`src/rtl/dm_access_ctrl.sv`:
```
// dm_access_ctrl: load/store initiator for the data memory; sub-word stores use
// read-modify-write, sub-word loads are sign/zero extended, bad requests never touch dm.
module dm_access_ctrl #(
  parameter int ADDR_W = 32
) (
  input  logic              clk,
  input  logic              rst_n,
  input  logic              req_valid,
  output logic              req_ready,
  input  logic              req_we,
  input  logic [1:0]        req_size,
  input  logic              req_signed,
  input  logic [ADDR_W-1:0] req_addr,
  input  logic [31:0]       req_wdata,
  output logic              resp_valid,
  output logic              resp_err,
  output logic [31:0]       resp_rdata,
  output logic [ADDR_W-1:0] dm_addr,
  output logic              dm_ctrl_r,
  output logic              dm_ctrl_w,
  output logic [31:0]       dm_wdata,
  input  logic [31:0]       dm_rdata
);
  typedef enum logic [2:0] {IDLE, ERR, LD_RD, LD_CAP, WR, RMW_RD, RMW_MERGE, RMW_WR} state_t;
  state_t            r_state;
  logic [1:0]        r_size;
  logic              r_signed;
  logic [1:0]        r_off;
  logic [15:0]       r_wdata;
  logic              r_resp_valid;
  logic              r_resp_err;
  logic [31:0]       r_resp_rdata;
  logic [ADDR_W-1:0] r_dm_addr;
  logic              r_dm_r;
  logic              r_dm_w;
  logic [31:0]       r_dm_wdata;
  logic              w_err;
  logic [4:0]        w_sh;
  logic [31:0]       w_lane;
  logic [31:0]       w_load;
  logic [31:0]       w_mask;
  logic [31:0]       w_merged;
  assign w_err = (req_size == 2'b11) | ((req_size == 2'b01) & req_addr[0]) |
                 ((req_size == 2'b10) & (|req_addr[1:0]));
  assign w_sh = {r_off, 3'b000};
  assign w_lane = dm_rdata >> w_sh;
  always_comb begin
    w_load = r_size == 2'b00 ? {{24{r_signed & w_lane[7]}}, w_lane[7:0]} :
             r_size == 2'b01 ? {{16{r_signed & w_lane[15]}}, w_lane[15:0]} : dm_rdata;
    w_mask = (r_size == 2'b00 ? 32'h0000_00FF : 32'h0000_FFFF) << w_sh;
    w_merged = (dm_rdata & ~w_mask) | (({16'h0, r_wdata} << w_sh) & w_mask);
  end
  assign req_ready  = r_state == IDLE;
  assign resp_valid = r_resp_valid;
  assign resp_err   = r_resp_err;
  assign resp_rdata = r_resp_rdata;
  assign dm_addr    = r_dm_addr;
  assign dm_ctrl_r  = r_dm_r;
  assign dm_ctrl_w  = r_dm_w;
  assign dm_wdata   = r_dm_wdata;
  // Strobes are registers so async reset drops them at once, cancelling any pending write.
  always_ff @(posedge clk or negedge rst_n) begin
    if (!rst_n) begin
      r_state      <= IDLE;
      r_size       <= '0;
      r_signed     <= 1'b0;
      r_off        <= '0;
      r_wdata      <= '0;
      r_resp_valid <= 1'b0;
      r_resp_err   <= 1'b0;
      r_resp_rdata <= '0;
      r_dm_addr    <= '0;
      r_dm_r       <= 1'b0;
      r_dm_w       <= 1'b0;
      r_dm_wdata   <= '0;
    end else begin
      r_resp_valid <= 1'b0;
      case (r_state)
        IDLE: if (req_valid) begin
          r_size   <= req_size;
          r_signed <= req_signed;
          r_off    <= req_addr[1:0];
          r_wdata  <= req_wdata[15:0];
          if (w_err) r_state <= ERR;
          else begin
            r_dm_addr <= {req_addr[ADDR_W-1:2], 2'b00};
            if (!req_we) begin
              r_dm_r  <= 1'b1;
              r_state <= LD_RD;
            end else if (req_size == 2'b10) begin
              r_dm_w     <= 1'b1;
              r_dm_wdata <= req_wdata;
              r_state    <= WR;
            end else begin
              r_dm_r  <= 1'b1;
              r_state <= RMW_RD;
            end
          end
        end
        ERR: begin
          r_resp_valid <= 1'b1;
          r_resp_err   <= 1'b1;
          r_resp_rdata <= '0;
          r_state      <= IDLE;
        end
        LD_RD: begin
          r_dm_r  <= 1'b0;
          r_state <= LD_CAP;
        end
        LD_CAP: begin
          r_resp_valid <= 1'b1;
          r_resp_err   <= 1'b0;
          r_resp_rdata <= w_load;
          r_state      <= IDLE;
        end
        WR: begin
          r_dm_w       <= 1'b0;
          r_resp_valid <= 1'b1;
          r_resp_err   <= 1'b0;
          r_resp_rdata <= '0;
          r_state      <= IDLE;
        end
        RMW_RD: begin
          r_dm_r  <= 1'b0;
          r_state <= RMW_MERGE;
        end
        RMW_MERGE: begin
          r_dm_wdata <= w_merged;
          r_dm_w     <= 1'b1;
          r_state    <= RMW_WR;
        end
        RMW_WR: begin
          r_dm_w       <= 1'b0;
          r_resp_valid <= 1'b1;
          r_resp_err   <= 1'b0;
          r_resp_rdata <= '0;
          r_state      <= IDLE;
        end
        default: r_state <= IDLE;
      endcase
    end
  end
endmodule
```
`config.mk`:
```
export PLATFORM = sky130hd
export DESIGN_NAME = dm_access_ctrl
export DESIGN_NICKNAME = d
export VERILOG_FILES = /design/src/rtl/dm_access_ctrl.sv
export SDC_FILE = /design/constraint.sdc
export NUM_CORES = 1
export LEC_CHECK = 0
export ABC_AREA = 1
export BUFFER_PORTS_ARGS = -buffer_cell sky130_fd_sc_hd__buf_2
export CELL_PAD_IN_SITES_DETAIL_PLACEMENT = 1
export CELL_PAD_IN_SITES_GLOBAL_PLACEMENT = 1
export CORE_UTILIZATION = 35
export CTS_BUF_LIST = sky130_fd_sc_hd__clkbuf_8
export DETAILED_ROUTE_END_ITERATION = 6
export PLACE_DENSITY_LB_ADDON = 0.2
export REMOVE_ABC_BUFFERS = 1
export SYNTH_ARGS = -nofsm -noshare
export SYNTH_HDL_FRONTEND = slang
export SYNTH_SLANG_ARGS = --single-unit
```
`constraint.sdc`:
```
create_clock -name clk -period 2 [get_ports clk]
set_input_delay 0.2 -clock clk [delete_from_list [all_inputs] [get_ports clk]]
set_output_delay 0.2 -clock clk [all_outputs]
set_load 0.02 [all_outputs]
```
## Word level (Yosys, flattened, before mapping)

Index checks and enable logic that the tools add are counted.

- Register bits after elaboration: 122
- Input bits: 103
- Output and inout bits: 101
- Word-level logic and storage cells: 86

- Multiplexer cells: 26
- Shift operators: 3
- Reductions and logical operators: 18
- Eq/ne operators: 16
- Bitwise gates (word level): 11

Operator list:

| operator | count |
|---|---|
| two-way mux 32 bit | 6 |
| one-hot mux 32 bit (2 select lines) | 2 |
| bitwise AND 32 bit | 2 |
| left shift 16 x 5 -> 32 bit | 2 |
| inverter 32 bit | 1 |
| OR 32 bit | 1 |
| right shift 32 x 5 -> 16 bit | 1 |
| two-way mux 16 bit | 1 |
| one-hot mux 3 bit (5 select lines) | 1 |
| == test 3 bit, second input constant | 4 |
| two-way mux 1 bit | 10 |
| AND reduction 5 bit | 2 |
| two-way mux 3 bit | 3 |
| nonzero test 2 bit | 4 |
| == test 3 x 2 -> 1 bit, second input constant | 2 |
| OR reduction 2 bit | 3 |
| OR reduction 3 bit | 2 |
| bitwise AND 1 bit | 4 |
| == test 2 x 1 -> 1 bit, second input constant | 2 |
| == test 2 bit, second input constant | 2 |
| inequality test 2 x 1 -> 1 bit, second input constant | 2 |
| inequality test 2 bit, second input constant | 2 |
| one-hot mux 1 bit (2 select lines) | 2 |
| AND reduction 4 bit | 1 |
| 11 further kinds | 12 |

## Longest topological paths before layout

Gate-level depths: netlist of the first run.

- Depth in word-level cells: 7
- Gate-level depth with buffers: 12
- Mapped depth without buffers: 9

## Worst setup path after synthesis of the first run

OpenSTA, ideal clock, no wires.

- Path type: reg-to-reg
- Start: reg r_state[0]
- End: reg r_dm_wdata[0] (netlist: dm_wdata[0])
- Required time: 1.884 ns
- Stages on the path, launching flop included: 10
- Clock period less this slack: 1.462 ns
- Setup slack: 0.538 ns
- Library setup time: 0.116 ns
- Arrival: 1.345 ns
- Buffers on the path: 1
- Cell sequence: dfrtp_1 nor2_2 nand2_2 inv_2 o21ai_1 nand2_4 clkinv_2 buf_6 nand2_1 nand2_1

- Longest elaborated chain between the ends: 3
- Elaborated cells between the ends (all ways): 9
- Those cells by class: eq/ne: 5; mux: 1; reduce/logical: 3

Ends and longest elaborated chain:

| element | line | RTL |
|---|---|---|
| start, declared | 25 | `state_t r_state;` |
| start signal, assigned | 64 | `r_state <= IDLE;` |
| start signal, assigned | 84 | `if (w_err) r_state <= ERR;` |
| start signal, assigned | 89 | `r_state <= LD_RD;` |
| logical NOT 3 bit (*) | n/a |  |
| named net req_ready | 9 | `output logic req_ready,` |
| inequality test 2 x 1 -> 1 bit (no source line) (tied with other cells) | n/a |  |
| AND reduction 5 bit (no source line) | n/a |  |
| end signal, assigned | 92 | `r_dm_wdata <= req_wdata;` |
| end signal, assigned | 128 | `r_dm_wdata <= w_merged;` |
| end, declared | 36 | `logic [31:0] r_dm_wdata;` |

The timed path passes the listed nets; every way through them passes the cells marked *.
A chain may end at the register's enable or synchronous reset.

## Final worst setup path of the first run

- Start: reg r_state[0]
- End: reg r_dm_wdata[25] (netlist: dm_wdata[25])

- Longest elaborated chain between the ends: 3
- Elaborated cells between the ends (all ways): 9
- Those cells by class: eq/ne: 5; mux: 1; reduce/logical: 3

Ends and longest elaborated chain:

| element | line | RTL |
|---|---|---|
| logical NOT 3 bit / == test 3 bit (equally long branches) | 78 | `case (r_state)` |
| inequality test 2 x 1 -> 1 bit (no source line) (tied with other cells) | n/a |  |
| AND reduction 5 bit (no source line) | n/a |  |

Several ways; a longest one is shown, not always the timed one.

==> metrics.txt, run 1 <==
Cells after Synth 938; H-tree depth 4; Worst Tran Pin Value 0.6129 ns; R2R Setup Slk 0.19 ns; Rel. slew slack 59.10%; CTS Buf Count 17; row cnt 49; Fmax achieved about 550 MHz; syn_area_per_cell 7.031 um^2; clk slew on worst S/H paths around 0.080 ns; Critical Path Max Stage Delay 0.44 ns; cell taking the most area after synthesis dfrtp_1; postcts setup bufs 0; flop and latch count out of synthesis 122; Vias per Instance 4.825; RSZ-0062 raised after global routing false; maxcap violations 0; largest buffer count on any clock path 2; vias in the first global route between 7,000 and 8,000; Hold Path Depth 3; I/O pin count 204; mean routed wirelength per cell 16.61 um; die width 139.3 um; CTS tree built; initial antenna violation count 4; DRT Pass-1 Iters 4; final wirelength between 20,000 and 25,000 um; hpwl dp 16,920 um; Post-CTS Resized 0; Worst Path Max Fanout 32; Clock Latency Late Sink 0.45 ns; count leader, synth nand2_1; Power Dens Cells around 1600 mW/mm^2; most used cell, CP nand2_1; Top FF cell, synth dfrtp_1; WHS Endpoint r_wdata[4]; share of cells above drive strength 1 23.81%; Clock Skews 0.008810 ns; nets 1,287; total power around 0.014 W; grt ovf 0; initial DRC count 346; area share of the largest cell type after synthesis between 40% and 50%; Crit. End Element flop; sequential fraction of the synthesis area 46.29%; final hold vios 0; top cells by count, synth nand2_1 (434), dfrtp_1 (122), inv_1 (79), nand3_1 (79), o21ai_0 (70); Final Slew Violations 0; Synth area leaders dfrtp_1 (46%), nand2_1 (25%), nand3_1 (6.0%); worst path required time ~2.3 ns; Ys Warns 0; chip height roughly 140 um; Max stage delay cell, worst path dfrtp_1; crit path kind reg -> reg; core box area 0.01821 mm^2; P_leak ~5.0 nW; final antenna-violating net count 0; first-pass GRT wire length slightly below 40,000 um; startpoint types flop; hold_buf cts 48; period utilization 90.69%; gr usage total 25.97%; delay-heaviest family, CP simple AND/OR/NAND/NOR gates; Netlist cell types 31; hold wc startpoint req_wdata[4]; # fillers 2,424; final setup margin 0.1862 ns; RD Place Congestion 0.8495; Tmin final 1.814 ns; R2R depth 8; Setup violations, final 0; Async SR Flop Fraction 100.0%; Initial Util 36.22%; clk root buf clkbuf_8; largest net degree at the start of global routing 72; Mapped Area 0.006595 mm^2; Worst Path Arrival about 2.2 ns; dpl ws 0.1719 ns; Hold/Removal Path Class in -> reg; DRC violation count after routing 0; worst r2r dst dm_wdata[25]; via count a little under 7,000; WP buf/inv 2; area of the die slightly below 0.02 mm^2; clk sinks 122; Post-synth EDFFs 0; cell chain of the critical path nor2_2, nand2_2, inv_2, o21ai_1, nand2_4, clkinv_2, nand2_1, nand2_1; outcome finished, final reports clean; number of port buffers 201; worst vdd ir 0.0007433 V; launching point of the worst reg2reg path r_state[0]; area delta synth->final 32.82%
==> per-layer routing <==
metal	vias up	part of all wire [%]	GRT usage [%]
li1	3404	-	-
met2	172	46	41.05
met1	3285	47	34.77
met4	0	2.7	9.532
met5	-	0	0
met3	39	4.7	5.781
==> worst max path at each step <==
| stage | startpoint | to | depth (start not counted) |
|---|---|---|---|
| after floorplan | r_state[0] | dm_wdata[0] | 9 |
| after global placement | r_state[2] | dm_wdata[4] | 8 |
| after detailed placement | r_state[0] | dm_wdata[25] | 8 |
| after CTS | r_state[0] | dm_wdata[25] | 8 |
| after global routing | r_off[0] | resp_rdata[21] | 9 |
| final | r_state[0] | dm_wdata[25] | 8 |
==> cell families after synthesis <==
family                 after synthesis  share of synthesized area, %
AO/OA/AOI/OAI                      107                         9.107
buffers and inverters              135                         8.879
flip-flops                         122                         46.29
multiplexers                         1                        0.1707
other                                1                       0.05686
AND/OR/NAND/NOR                    572                         35.50
==> layout make-up <==
class	instances	area (um^2)	area share, %
antenna	4	10.01	0.1143
timing repair buffer	270	1697	19.37
multi-input combinational	682	2960	33.80
inverter	91	342.8	3.914
clock buffer	17	234.0	2.671
sequential	122	3053	34.85
tap	229	286.5	3.271
clock inverter	15	176.4	2.014
==> registers in the layout, indices dropped and copies added, names as in the netlist, 2 cells and up <==
| name | cells |
|---|---|
| dm_addr | 30 |
| dm_wdata | 32 |
| r_off | 2 |
| r_size | 2 |
| r_state | 3 |
| r_wdata | 16 |
| resp_rdata | 32 |
==> layout by cell type, fill, tap and decap left out, types with 2 or more instances in the layout <==
| cell type | n |
|---|---|
| nand2_2 | 7 |
| nand2_4 | 2 |
| inv_2 | 11 |
| buf_12 | 4 |
| conb_1 | 2 |
| a21oi_1 | 2 |
| o21ai_1 | 8 |
| dfrtp_1 | 122 |
| dlygate4sd3_1 | 48 |
| diode_2 | 4 |
| o21bai_1 | 16 |
| bufinv_16 | 3 |
| clkinvlp_4 | 3 |
| inv_1 | 79 |
| nand2_1 | 434 |
| nor2_2 | 4 |
| a31oi_1 | 2 |
| nor2_1 | 39 |
| o21ai_0 | 70 |
| o211ai_1 | 7 |
| buf_4 | 18 |
| nand3_1 | 79 |
| clkinv_2 | 5 |
| clkbuf_8 | 17 |
| clkinv_4 | 4 |
| nor2_4 | 2 |
| buf_2 | 200 |
==> worst reg2reg max path, cell delays in order (launching register included) <==
cell and delay [ns]:
dfrtp_1 0.44, nor2_2 0.17, nand2_2 0.10, inv_2 0.11, o21ai_1 0.14, nand2_4 0.12
clkinv_2 0.36, nand2_1 0.20, nand2_1 0.06
==> report_power, final <==
group	internal [W]	total, W	leakage [nW]	switching [W]
registers	0.00360	0.00429	1.56	0.000694
clock network	0.00123	0.00235	0.202	0.00112
logic	0.00225	0.00713	3.23	0.00488
==> per-stage QoR <==
stage / setup TNS [ns] / utilization [%] / cell area, um^2 / instances / hold WS, ns
finish: 0 / 48.11 / 8760 / 1430 / 0.02759
floorplan: -26.27 / - / 6356 / 895 / -0.09559
detailed placement: 0 / 43.16 / 7859 / 1346 / 0.2141
global route: 0 / 48.08 / 8755 / 1428 / 0.009321
global placement: 0 / 43.16 / 7859 / 1346 / 0.2063
CTS: 0 / 48.05 / 8750 / 1426 / 0.001540
No activity file was read; power rests on OpenSTA's default activity.
==> run 2, diff against run 1 <==
CTS_BUF_LIST = sky130_fd_sc_hd__clkbuf_16   (was sky130_fd_sc_hd__clkbuf_8)
==> run 2 against run 1 <==
  * Critical path depth unchanged
  * First-iteration DRC count is 1.7% lower
  * Fmax up 0.52%
  * Clock power rose by 34%
  * Count of clock-buffer cells in the layout stayed put
==> metrics.txt, run 2 (synthesis results as in run 1) <==
outcome finished, final reports clean; Clock Skews 0.007794 ns (-0.001015 ns); final instance area 0.008641 mm^2 (-1.4%); final wirelength 23,340 um (-1.8%); most frequent cells in the layout nand2_1 (433), buf_2 (200), dfrtp_1 (122); Fmax achieved 554.2 MHz (+0.52%); net load switching power 0.006771 W (+1.2%); vias in the first global route 7,085 (-3.0%); clk sinks 122 (unchanged); most used cell, CP nand2_1; Crit. End Element flop; Cell Area, Placed 0.007859 mm^2 (unchanged); mean routed wirelength per cell 16.69 um (+0.47%); startpoint types flop; Tmin final 1.804 ns (-0.009441 ns); clk root buf clkbuf_16; Final Slew Violations 0 (unchanged); CTS Buf Count 17 (unchanged); maxcap violations 0 (unchanged); H-tree depth 4 (unchanged); initial DRC count 340 (-1.7%); nets 1,256 (-2.4%); Hold/Removal Path Class in -> reg; worst path required time 2.30 ns (-0.03 ns); first-pass GRT wire length 38,150 um (-2.1%); I/O pin count 204 (unchanged); largest net degree at the start of global routing 72 (unchanged); Post-Layout Cell Count 1,398 (-2.2%); P_leak 4.948 nW (-0.84%); core box area 0.01821 mm^2 (unchanged); number of port buffers 201 (unchanged); chip height 139.3 um (unchanged); CTS tree built; Worst Path Arrival 2.11 ns (-0.04 ns); Rel. slew slack 59.62% (+0.53 points); total power 0.01455 W (+5.7%); placed instance count 1,346 (unchanged); DRT Pass-1 Iters 5 (+1); Setup violations, final 0 (unchanged); area of the die 0.01940 mm^2 (unchanged); Vias per Instance 4.855 (+0.61%); Int Power 0.007776 W (+9.8%); Critical Path Max Stage Delay 0.43 ns (about the same); postcts setup bufs 0 (unchanged); via count 6,787 (-1.6%); switching fraction of total power 46.55% (-2.0 points); grt ovf 0 (unchanged); Worst Tran Pin Value 0.6050 ns (-0.007879 ns); commonest non-fill, non-tap cell in the layout nand2_1; final hold vios 0 (unchanged); Reg power frac 29.5% (-1.7 points); final core occ 47.45% (-0.65 points); Clock Latency Late Sink 0.42 ns (-0.03 ns); crit path kind reg -> reg; Worst Path Max Fanout 32 (unchanged); area delta synth->final 31.02%; row cnt 49 (unchanged); worst vdd ir 0.0007363 V (-0.95%); share of cells above drive strength 1 24.53% (+0.72 points); Initial Util 36.22% (unchanged); Max stage delay cell, worst path dfrtp_1; RD Place Congestion 0.8495 (unchanged); initial antenna violation count 3 (-1); combinational share of power 48.7% (-3.1 points); final antenna-violating net count 0 (unchanged); DRC violation count after routing 0 (unchanged); Power Dens Cells 1683 mW/mm^2 (+7.1%); cell chain of the critical path nor2_2, nand2_2, inv_2, o21ai_1, nand2_4, clkinv_2, nand2_1, nand2_1; # fillers 2,415 (-0.37%); Clock Power Share 21.8% (+4.8 points); gr usage total 25.45% (-0.51 points); clk slew on worst S/H paths 0.06 ns (-0.02 ns); period utilization 90.22% (-0.47 points); hpwl dp 16,920 um (unchanged); RSZ-0062 raised after global routing false; die width 139.3 um (unchanged); hold slack 0.01049 ns (-0.01710 ns); largest buffer count on any clock path 2 (unchanged)
==> run 2: worst max-delay path: cells and delay by family (launching register included) <==
family / cells / cell delay (ns)
AO/OA/AOI/OAI: 1 / 0.13
buffers and inverters: 2 / 0.47
flip-flops: 1 / 0.43
AND/OR/NAND/NOR: 5 / 0.63
==> run 2: path summary, 6_finish.rpt <==
kind / startpoint / endpoint / slack, ns / depth (start not counted)
setup / recovery: r_state[0] / dm_wdata[25] / 0.20 / 8
hold / removal: req_addr[26] / dm_addr[26] / 0.01 / 3
min in group asynchronous: rst_n / resp_rdata[2] / 0.30 / 2
max in group asynchronous: rst_n / dm_addr[3] / 1.05 / 3
setup reg to reg: r_state[0] / dm_wdata[25] / 0.20 / 8
hold reg to reg: dm_addr[2] / dm_addr[2] / 0.46 / 2
==> run 2: timing repair <==
action                     4_1_cts  5_1_grt
hold endpoints to repair        48        1
resized for setup                0        1
setup endpoints to repair        0        1
hold buffers                    16        1
==> run 2: cell type report <==
class	instances	area [um^2]	area share, %
Antenna cell	3	7.507	0.08688
Clock buffer	17	425.4	4.923
Timing Repair Buffer	239	1386	16.04
Multi-Input combinational cell	682	2963	34.29
Sequential cell	122	3053	35.33
Inverter	91	342.8	3.968
Clock inverter	15	176.4	2.042
Tap cell	229	286.5	3.316
==> run 2: layer usage <==
metal,up-vias,global-route usage [%],share of wire [%]
met5,-,0,0
met4,0,8.304,1.9
met3,25,5.231,4.9
met2,162,40.49,46
met1,3257,34.54,47
li1,3343,-,-
==> run 2: through the flow <==
step,TNS (ns),worst slack [ns]
6_report,0,0.1956
5_1_grt,0,0.02543
4_1_cts,0,0.1472
3_5_place_dp,0,0.1719
3_3_place_gp,0,0.2529
2_1_floorplan,-26.27,-0.6690
==> run 2: power by group through the flow <==
stage	Clock, W	Sequential, W	Combinational (W)
final	0.00316	0.00430	0.00709
after global routing	0.00332	0.00444	0.00793
after CTS	0.00324	0.00430	0.00715
after detailed placement	0	0.00430	0.00709
after global placement	0	0.00430	0.00692
after floorplan	0	0.00546	0.00320
